===== config.mk =====
export PLATFORM = sky130hd
export DESIGN_NAME = av2_mv_symbol_encoder
export DESIGN_NICKNAME = d
export VERILOG_FILES = /design/src/rtl/av2_mv_symbol_encoder.sv
export SDC_FILE = /design/constraint.sdc
export NUM_CORES = 1
export LEC_CHECK = 0
export ABC_AREA = 1
export CORE_MARGIN = 5
export CORE_UTILIZATION = 53
export CTS_BUF_LIST = sky130_fd_sc_hd__clkbuf_8
export DETAILED_ROUTE_END_ITERATION = 12
export PLACE_DENSITY = 0.86
export SYNTH_ARGS = -nofsm -noshare
export SYNTH_HDL_FRONTEND = slang
export SYNTH_SLANG_ARGS = --single-unit

===== constraint.sdc =====
create_clock -name clk -period 2.71 [get_ports clk]
set_clock_uncertainty 0.2 [all_clocks]
set_input_delay 0.542 -clock clk [delete_from_list [all_inputs] [get_ports clk]]
set_output_delay 0.542 -clock clk [all_outputs]
set_load 0.02 [all_outputs]

===== src/rtl/av2_mv_symbol_encoder.sv =====
// MV symbol encoder: serialises one signed (mv_x, mv_y) pair into context-tagged
// symbols (ZERO, SIGN, CLASS, BITS per component) in MV-decoder consumption order.
module av2_mv_symbol_encoder #(
    parameter int MV_W     = 16,
    parameter int CLS_W    = 4,
    parameter int CTX_BASE = 0
) (
    input  logic            clk,
    input  logic            rst,
    input  logic [MV_W-1:0] mv_x,
    input  logic [MV_W-1:0] mv_y,
    input  logic            mv_valid,
    output logic            mv_ready,
    output logic [15:0]     symbol,
    output logic [15:0]     symbol_ctx,
    output logic            symbol_valid,
    input  logic            symbol_ready,
    output logic            busy,
    output logic            done
);

    localparam logic [2:0] S_IDLE  = 3'd0;
    localparam logic [2:0] S_ZERO  = 3'd1;
    localparam logic [2:0] S_SIGN  = 3'd2;
    localparam logic [2:0] S_CLASS = 3'd3;
    localparam logic [2:0] S_BITS  = 3'd4;

    logic [2:0]       state_q, state_d;
    logic             comp_q, comp_d;
    logic [MV_W-1:0]  mag_q, mag_d;
    logic             neg_q, neg_d;
    logic [MV_W-1:0]  y_q, y_d;
    logic [CLS_W-1:0] cnt_q, cnt_d;
    logic             done_q, done_d;
    logic [CLS_W-1:0] cls_c;
    logic [1:0]       typ_c;
    logic             hs;
    logic             adv;

    // Most-negative input maps to 2^(MV_W-1), which still fits unsigned.
    function automatic logic [MV_W-1:0] mag_of(input logic [MV_W-1:0] v);
        return v[MV_W-1] ? (~v + MV_W'(1)) : v;
    endfunction

    always_comb begin
        cls_c = '0;
        for (int i = 0; i < MV_W; i++) begin
            if (mag_q[i]) cls_c = CLS_W'(i);
        end
    end

    assign hs           = symbol_valid & symbol_ready;
    assign mv_ready     = (state_q == S_IDLE);
    assign busy         = (state_q != S_IDLE);
    assign symbol_valid = busy;
    assign done         = done_q;

    always_comb begin
        state_d = state_q;
        comp_d  = comp_q;
        mag_d   = mag_q;
        neg_d   = neg_q;
        y_d     = y_q;
        cnt_d   = cnt_q;
        done_d  = 1'b0;
        adv     = 1'b0;
        case (state_q)
            S_IDLE: begin
                if (mv_valid) begin
                    state_d = S_ZERO;
                    comp_d  = 1'b0;
                    neg_d   = mv_x[MV_W-1];
                    mag_d   = mag_of(mv_x);
                    y_d     = mv_y;
                end
            end
            S_ZERO: begin
                if (hs) begin
                    if (mag_q == '0) adv = 1'b1;
                    else             state_d = S_SIGN;
                end
            end
            S_SIGN: begin
                if (hs) state_d = S_CLASS;
            end
            S_CLASS: begin
                if (hs) begin
                    if (cls_c == '0) begin
                        adv = 1'b1;
                    end else begin
                        state_d = S_BITS;
                        cnt_d   = cls_c - CLS_W'(1);
                    end
                end
            end
            S_BITS: begin
                if (hs) begin
                    if (cnt_q == '0) adv = 1'b1;
                    else             cnt_d = cnt_q - CLS_W'(1);
                end
            end
            default: state_d = S_IDLE;
        endcase
        if (adv) begin
            if (!comp_q) begin
                comp_d  = 1'b1;
                neg_d   = y_q[MV_W-1];
                mag_d   = mag_of(y_q);
                state_d = S_ZERO;
            end else begin
                comp_d  = 1'b0;
                state_d = S_IDLE;
                done_d  = 1'b1;
            end
        end
    end

    always_comb begin
        symbol = '0;
        typ_c  = 2'd0;
        case (state_q)
            S_ZERO:  begin symbol[0] = (mag_q == '0);   typ_c = 2'd0; end
            S_SIGN:  begin symbol[0] = neg_q;           typ_c = 2'd1; end
            S_CLASS: begin symbol[CLS_W-1:0] = cls_c;   typ_c = 2'd2; end
            S_BITS:  begin symbol[0] = mag_q[cnt_q];    typ_c = 2'd3; end
            default: begin symbol = '0;                 typ_c = 2'd0; end
        endcase
        if (state_q == S_IDLE) symbol_ctx = 16'(CTX_BASE);
        else                   symbol_ctx = 16'(CTX_BASE) + {13'd0, comp_q, typ_c};
    end

    always_ff @(posedge clk or posedge rst) begin
        if (rst) begin
            state_q <= S_IDLE;
            comp_q  <= 1'b0;
            mag_q   <= '0;
            neg_q   <= 1'b0;
            y_q     <= '0;
            cnt_q   <= '0;
            done_q  <= 1'b0;
        end else begin
            state_q <= state_d;
            comp_q  <= comp_d;
            mag_q   <= mag_d;
            neg_q   <= neg_d;
            y_q     <= y_d;
            cnt_q   <= cnt_d;
            done_q  <= done_d;
        end
    end

endmodule


==> results of run 1 <==
[metrics by stage]
stage	hold WS [ns]	area (um2)	instances
6_report	0.324	3960	613
5_1_grt	0.364	3960	613
4_1_cts	0.313	3900	611
3_5_place_dp	0.297	3790	604
3_3_place_gp	0.283	3790	604
2_1_floorplan	0.269	3320	498
[flip-flops by register name (all words and copies together), names as in the netlist]
signal	flops
mag_q	16
y_q	16
cnt_q	4
state_q	3
comp_q	1
done	1
neg_q	1
[worst paths after layout]
check                         from         to  slack (ns)  cells past startpoint
hold / removal              comp_q     comp_q        0.32                      2
setup / recovery           mv_x[2]  mag_q[13]        0.09                     14
max in group asynchronous      rst  mag_q[12]        1.45                      3
setup reg to reg            y_q[0]  mag_q[12]        0.30                     13
min in group asynchronous      rst  mag_q[14]        0.49                      3
hold reg to reg             comp_q     comp_q        0.32                      2
[layout make-up]
cell class	count	area, um2	share of cell area
inverter	61	231	0.0585
sequential	42	1050	0.266
tap	75	93.8	0.0237
multi-input combinational	357	1820	0.460
timing repair buffer	71	647	0.163
clock buffer	6	82.6	0.0209
clock inverter	1	30.0	0.00759
[worst max-delay path, delay by kind of cell]
| kind | cells | cell delay, ns |
|---|---|---|
| simple gates | 6 | 0.92 |
| buf+inv | 3 | 0.63 |
| compound gates | 5 | 0.54 |
[placed cells by master (no fill, tap or decap), drive strengths merged]
| cell type | n |
|---|---|
| nand2 | 137 |
| inv | 61 |
| o21ai | 58 |
| nor2 | 44 |
| dfrtp | 42 |
| clkdlybuf4s50 | 38 |
| buf | 26 |
| conb | 25 |
| a21oi | 22 |
| nor3 | 14 |
| xor2 | 12 |
| nand3 | 12 |
| xnor2 | 8 |
| clkbuf | 6 |
| nor4 | 4 |
| ha | 3 |
| dlymetal6s2s | 3 |
| dlygate4sd2 | 3 |
| nand4 | 3 |
| nand3b | 2 |
| o22ai | 2 |
| o211ai | 1 |
| a211oi | 1 |
| o21bai | 1 |
| nor3b | 1 |
| or2 | 1 |
| o31ai | 1 |
| a2bb2oi | 1 |
| a31oi | 1 |
| a311oi | 1 |
| o2111ai | 1 |
| a32oi | 1 |
| bufinv | 1 |
| clkdlybuf4s15 | 1 |
[metal layers]
metal	routed length (um)	vias to the layer above
li1	-	1587
met1	3220	1444
met2	4170	85
met3	396	18
met4	126	0
met5	0	-
[what timing repair did]
action | in CTS | in global routing
pin swaps | 0 | 9
setup endpoints to repair | 5 | 10
setup buffers | 0 | 2
gates resized for setup | 7 | 16
[power by group]
| group | total [mW] | switching, mW | internal [mW] |
|---|---|---|---|
| clock network | 0.500 | 0.205 | 0.295 |
| registers | 1.26 | 0.335 | 0.922 |
| logic | 2.19 | 1.31 | 0.878 |
[kinds of logic (layout without fill, tap and decap cells)]
group | Yosys count | in the layout | share of synthesized area
adders and majority gates | 3 | 3 | 0.0116
AOI/OAI and AO/OA | 91 | 91 | 0.150
other | 1 | 25 | 0.00116
and+or+nand+nor | 218 | 218 | 0.307
DFF | 42 | 42 | 0.325
buffers and inverters | 99 | 139 | 0.151
xor gates and xnor gates | 20 | 20 | 0.0542
==> metrics.txt, run 1 <==
TritonRoute pass-1 iters 4; hpwl dp 6150 um; clk_lat worst skew 0.28 ns; Clock Tree Root clkbuf_8; slowest CP cell clkdlybuf4s50_1; # setup viols final 0; Total GRT Usage 0.209; critical path cell sequence clkdlybuf4s50_1, nor3_4, nand3_2, nor3_4, nand2_2, inv_2, nand3b_1, nand2_1, o21ai_1, a21oi_1, o21ai_0, o21ai_0, inv_1, a21oi_1; P_leak 1.96 nW; Slew HR 0.646; flops & latches, synth 42; max-cap violations 0; Tightest Pin Transition 0.532 ns; Port-buffer cells 46; Worst path max stage delay 0.50 ns; hold_buf cts 0; Final Hold Viols 0; initial antenna violation count 0; worst vdd ir 0.619 mV; Critical Path RT 2.72 ns; vias in the first global route 3039; final net count 577; cell taking the most area after synthesis dfrtp_1; crit path launch type input pin; Crit. End Element register; Final Worst Setup Slack 0.0917 ns; number of CTS-inserted buffers 5; dpl ws -0.0718 ns; WS Path Type input pin to register; Syn Area/Cell 6.82 um2; PD cells 997 nW/um2; met2 Usage GRT 0.385; global route total overflow 0; TritonCTS clock tree yes; GR Layer Usage met1 0.250; Die Span X 88.1 um; Cell variety after synth 42; max frequency 382 MHz; met3 Track Usage GR 0.0395; FFs w/ async S/R, synth 1.00; Core Region 5920 um2; I/O Pins 72; top cell type's share of synthesized area 0.325; TNS Setup 0 ns; Starting DRT DRC Count 191; Syn Inst Count 474; Detail Route Antenna Nets 0; Placer Congestion 0.921; global-route wire length before repair 13000 um; Slew Limit Fails 0; Post-synth EDFFs 0; fin crit share 0.966; Initial Util 0.546; RSZ-0062 raised after global routing yes; post-DR vias/cell 5.11; DRC Markers 0; fill count 510; YS warnings 0; HP Class register to register; Area Growth Syn to Fin 22.5%; top post-synthesis cells by area dfrtp_1 33%, nand2_1 16%, buf_4 6.3%, o21ai_0 6.2%, inv_1 5.7%; Util after Layout 0.668; clock sinks 42; top-count cell post-synth nand2_1; outcome finished, final reports clean; final WL 7920 um; final worst path period need 2.62 ns; pin count of the biggest net entering global routing 43; GR peak layer met2; share of cells above drive strength 1 0.130; Longest Clk Path Bufs 2; vias 3134; Primary FF master, synth dfrtp_1; Crit Path Max Fanout 3; Die Ht 88.1 um; Final Power 3.95 mW; sequential fraction of the synthesis area 0.325; n_diodes 0; row count 28; CP arrival 2.63 ns; DIE AREA 7760 um2; Mapped Area 3230 um2; H-tree depth 2; clock slew at reported path FFs 0.07 ns; top cells by count, synth 135 x nand2_1, 49 x inv_1, 42 x dfrtp_1; wire per inst 12.9 um
Note: power is estimated with default switching activity, not from simulation.
==> inputs of run 2 (changes only) <==
--- a/config.mk
+++ b/config.mk
@@ -11,6 +11,7 @@
 export CTS_BUF_LIST = sky130_fd_sc_hd__clkbuf_8
 export DETAILED_ROUTE_END_ITERATION = 12
 export PLACE_DENSITY = 0.86
+export SLEW_MARGIN = 20
 export SYNTH_ARGS = -nofsm -noshare
 export SYNTH_HDL_FRONTEND = slang
 export SYNTH_SLANG_ARGS = --single-unit
==> results of run 2 <==
The final DEF is identical to that of run 1; final timing and power are the same.
==> RTL change 1: new RTL, config.mk and constraints of run 2 <==
`MV_W`: 16 -> 32.
--- a/src/rtl/av2_mv_symbol_encoder.sv
+++ b/src/rtl/av2_mv_symbol_encoder.sv
@@ -3,3 +3,3 @@
 module av2_mv_symbol_encoder #(
-    parameter int MV_W     = 16,
+    parameter int MV_W     = 32,
     parameter int CLS_W    = 4,
Interface: changed (resized mv_x and mv_y); port bits go from 72 to 104. No check against the original RTL was run, so the function may have changed too.
==> RTL change 1 against run 2 <==
Critical endpoint is now symbol[0]; sequential cell count up 32; worst setup slack worse by 1.2 ns; final cell count up 85%; sequential power up 73%; area after synthesis up 71%; synthesized cell count up 73%; power up 120%; design area up 100%; largest power group unchanged; routed wire length rose to 2.6 times the old value; sequential share of layout area down 3.5 points; clock power up 93%; the run now ends with setup timing left.
==> RTL change 1: results (changes against run 2) <==
metric	value	unit	change
clk pwr	0.964	mW	was 0.500 mW
Clock transition at path regs	0.09	ns	was 0.07 ns
htree depth	3		was 2
Slowest-stage cell, CP	dfrtp_1		was clkdlybuf4s50_1
multi-input combinational area share	0.438		was 0.460
worst skew pair latency	0.37	ns	was 0.28 ns
Filler cells	633		was 510
worst stage delay on the critical path	0.39	ns	was 0.50 ns
I/O Buffers	78		was 46
vias post-DR	6630		was 3134
hpwl dp	11400	µm	was 6150 µm
failing checks	setup timing		
Leak	3.87	nW	was 1.96 nW
worst reg2reg setup slack	-0.96	ns	was 0.30 ns
status	complete, but fails checks		was complete, no violations
P_int	4.31	mW	was 2.10 mW
post_cts resized	111		was 7
Tot GR Track Use	0.286		was 0.209
adder-cell area share of the yosys netlist	0.00680		was 0.0116
setup violators final	46		was 0
R2R Path End	mag_q[17]		was mag_q[12]
multi-input gate count	610		was 357
drt wl/cell	18.4	µm	was 12.9 µm
GPL Wtd Cong	0.910		was 0.921
share of layout cells above drive strength 1	0.251		was 0.130
PnR worst setup slack	-1.10	ns	was 0.0917 ns
GR Util met1	0.363		was 0.250
largest cells by area after synthesis	dfrtp_1, nand2_1, inv_1		was dfrtp_1, nand2_1, buf_4
synth cell count leaders	nand2_1, inv_1, nor2_1		was nand2_1, inv_1, dfrtp_1
DRT Pass-1 Iters	8		was 4
M3 GR Usage	0.0593		was 0.0395
Regs by FF count	mag_q x32, y_q x32, cnt_q x4		was mag_q x16, y_q x16, cnt_q x4
pin count of the biggest net entering global routing	75		was 43
non-clk buf share	0.235		was 0.163
xor and xnor fraction of the mapped netlist area	0.0699		was 0.0542
Seq/Total Area, Yosys	0.336		was 0.325
TritonCTS buffer count	9		was 5
[RTL change 1: cell types whose count changed in the layout (fill, tap and decap cells not counted), moves of 15 or more]
cell | run 2 | this run
buf_4 | 25 | 96
dfrtp_1 | 42 | 74
nand3_1 | 10 | 30
xor2_1 | 12 | 33
nand2_1 | 134 | 184
o21ai_2 | 0 | 22
inv_1 | 48 | 98
a21oi_1 | 22 | 37
clkdlybuf4s50_1 | 38 | 65
nor2_1 | 35 | 77
[RTL change 1: metrics by stage]
| stage | utilization | TNS (ns) | instances | cell area [µm²] | hold slack, ns |
|---|---|---|---|---|---|
| after floorplan | - | -0.228 | 842 | 5640 | 0.269 |
| after detailed placement | 0.688 | -20.11 | 1100 | 7040 | 0.302 |
| after CTS | 0.753 | -17.58 | 1132 | 7700 | 0.324 |
| after global routing | 0.785 | -47.87 | 1136 | 8030 | 0.363 |
| after global placement | 0.688 | -15.92 | 1100 | 7040 | 0.284 |
| final | 0.785 | -37.09 | 1136 | 8030 | 0.316 |
==> RTL change 2: new RTL, config.mk and constraints of run 2 <==
Made on the original files. Take the reset off `y_q` and load it in a clocked block of its own.
--- a/src/rtl/av2_mv_symbol_encoder.sv
+++ b/src/rtl/av2_mv_symbol_encoder.sv
@@ -137,3 +137,2 @@
             neg_q   <= 1'b0;
-            y_q     <= '0;
             cnt_q   <= '0;
@@ -145,3 +144,2 @@
             neg_q   <= neg_d;
-            y_q     <= y_d;
             cnt_q   <= cnt_d;
@@ -151,2 +149,6 @@
 
+    always_ff @(posedge clk) begin
+        y_q <= y_d;
+    end
+
 endmodule
Behaviour: same outputs for any inputs over 4 cycles, from zero or initial values and one cycle with rst high; that may be too few to reach the edited logic, so the function may still have changed.
==> RTL change 2 against run 2 <==
Die area is 3.3% lower; worst setup slack better by 0.012 ns; non-clock buffer count is 1 higher; sequential cell count stayed put; maximum frequency is 0.46% higher; sequential share of layout area is 2.7 points higher; routed wire length is 7.0% lower; design area is 2.2% lower; area after synthesis is 3.7% lower; hold slack worse by 0.020 ns; power is 6.4% lower.
==> RTL change 2: results (changes against run 2) <==
metric	value	unit	change
maximum VDD drop	0.565	mV	was 0.619 mV
reg2reg start	y_q[0]		unchanged
switching part of the total	0.450		was 0.469
Diodes inserted	0		unchanged
Post-synth EDFFs	16		was 0
pin count of the biggest net entering global routing	31		was 43
Leak	1.79	nW	was 1.96 nW
hpwl dp	5820	µm	was 6150 µm
Filler cells	487		was 510
CP startpoint	cnt_q[0]		was mv_x[2]
Regs by FF count	mag_q x16, y_q x16, cnt_q x4		unchanged
share of layout cells above drive strength 1	0.139		was 0.130
Layout Nets	526		was 577
Worst EP arrival	1.86	ns	was 2.63 ns
DRT iter0 DRCs	190		was 191
synth cell count leaders	nand2_1, inv_1, nor2_1		was nand2_1, inv_1, dfrtp_1
mean cell area of the mapped netlist	7.41	µm²	was 6.82 µm²
Main synth FF type	dfrtp_1		unchanged
top fanout value on the critical path	11		was 3
Netlist cell types	44		was 42
largest cells by area after synthesis	dfrtp_1, edfxtp_1, nand2_1		was dfrtp_1, nand2_1, buf_4
Tot GR Track Use	0.206		was 0.209
CP delay by family, top	compound AO/OA/AOI/OAI gates		was simple AND/OR/NAND/NOR gates
Finished Layout Cells	563		was 613
status	complete, no violations		unchanged
drt wl/cell	13.1	µm	was 12.9 µm
worst stage delay on the critical path	0.40	ns	was 0.50 ns
Max clock buf depth	2		unchanged
placed insts	554		was 604
GPL Wtd Cong	0.874		was 0.921
Slowest-stage cell, CP	dfrtp_1		was clkdlybuf4s50_1
worst skew pair latency	0.30	ns	was 0.28 ns
first-pass GRT wire length	12400	µm	was 13000 µm
Seq/Total Area, Yosys	0.364		was 0.325
Async SR Flop Fraction	0.619		was 1.00
vias post-DR	2908		was 3134
-- RTL change 2: cell types whose count changed after synthesis, sizes merged, moves of 6 or more --
cell / before / now
nand3: 12 / 18
inv: 61 / 54
o21ai: 58 / 41
nand2: 137 / 90
edfxtp: 0 / 16
a21oi: 22 / 28
dfrtp: 42 / 26
-- RTL change 2: cells by family after synthesis --
kind of cell / synth area share
adder cells (fa/ha/maj): 0.0121
AO/OA/AOI/OAI: 0.152
AND/OR/NAND/NOR: 0.265
XOR/XNOR: 0.0563
flip-flops: 0.364
other: 0.00121
buffers and inverters: 0.149
-- RTL change 2: layer usage --
metal | wire length (µm) | GRT usage | share of wire
met5 | 0 | 0 | 0
met2 | 3780 | 0.380 | 0.51
met3 | 452 | 0.0418 | 0.061
met4 | 147 | 0.0581 | 0.020
met1 | 2980 | 0.239 | 0.40
-- RTL change 2: repair_timing --
action	CTS	global route
buffers inserted	0	1
hold endpoints to repair	0	0
resized for setup	10	13
endpoints found under the setup margin	6	7
cloned	0	0
-- RTL change 2: worst paths after layout --
path | to | cells after the start | slack [ns]
worst max register to register | mag_q[12] | 11 | 0.30
min in group asynchronous | mag_q[15] | 3 | 0.40
worst min-delay path | comp_q | 2 | 0.30
worst max-delay path | symbol[0] | 8 | 0.10
worst min register to register | comp_q | 2 | 0.30
max in group asynchronous | mag_q[0] | 3 | 1.65
-- RTL change 2: through the flow --
stage          worst slack [ns]  instance area (µm²)  utilization
2_1_floorplan             0.335                 3200            -
3_3_place_gp             0.0170                 3710        0.637
3_5_place_dp            -0.0516                 3710        0.637
4_1_cts                  0.0182                 3820        0.657
5_1_grt                 -0.0418                 3870        0.666
6_report                  0.104                 3870        0.666
-- RTL change 2: layout make-up --
type | count | area share
Clock buffer | 5 | 0.0178
Sequential cell | 42 | 0.292
Clock inverter | 3 | 0.0103
Inverter | 56 | 0.0556
Timing Repair Buffer | 72 | 0.172
Tap cell | 75 | 0.0242
Multi-Input combinational cell | 310 | 0.428
-- RTL change 2: tightest hold or removal path, cell delays in order (launching register included) --
cell     delay [ns]
dfrtp_1        0.35
nand3_1        0.07
nand2_1        0.05
-- RTL change 2: power groups by stage --
| stage | clock network, mW | logic (mW) | registers [mW] |
|---|---|---|---|
| final | 0.486 | 2.09 | 1.11 |
| after global routing | 0.520 | 2.36 | 1.14 |
| after CTS | 0.492 | 2.03 | 1.11 |
| after detailed placement | 0 | 2.03 | 1.11 |
| after global placement | 0 | 1.96 | 1.10 |
| after floorplan | 0 | 1.44 | 1.06 |
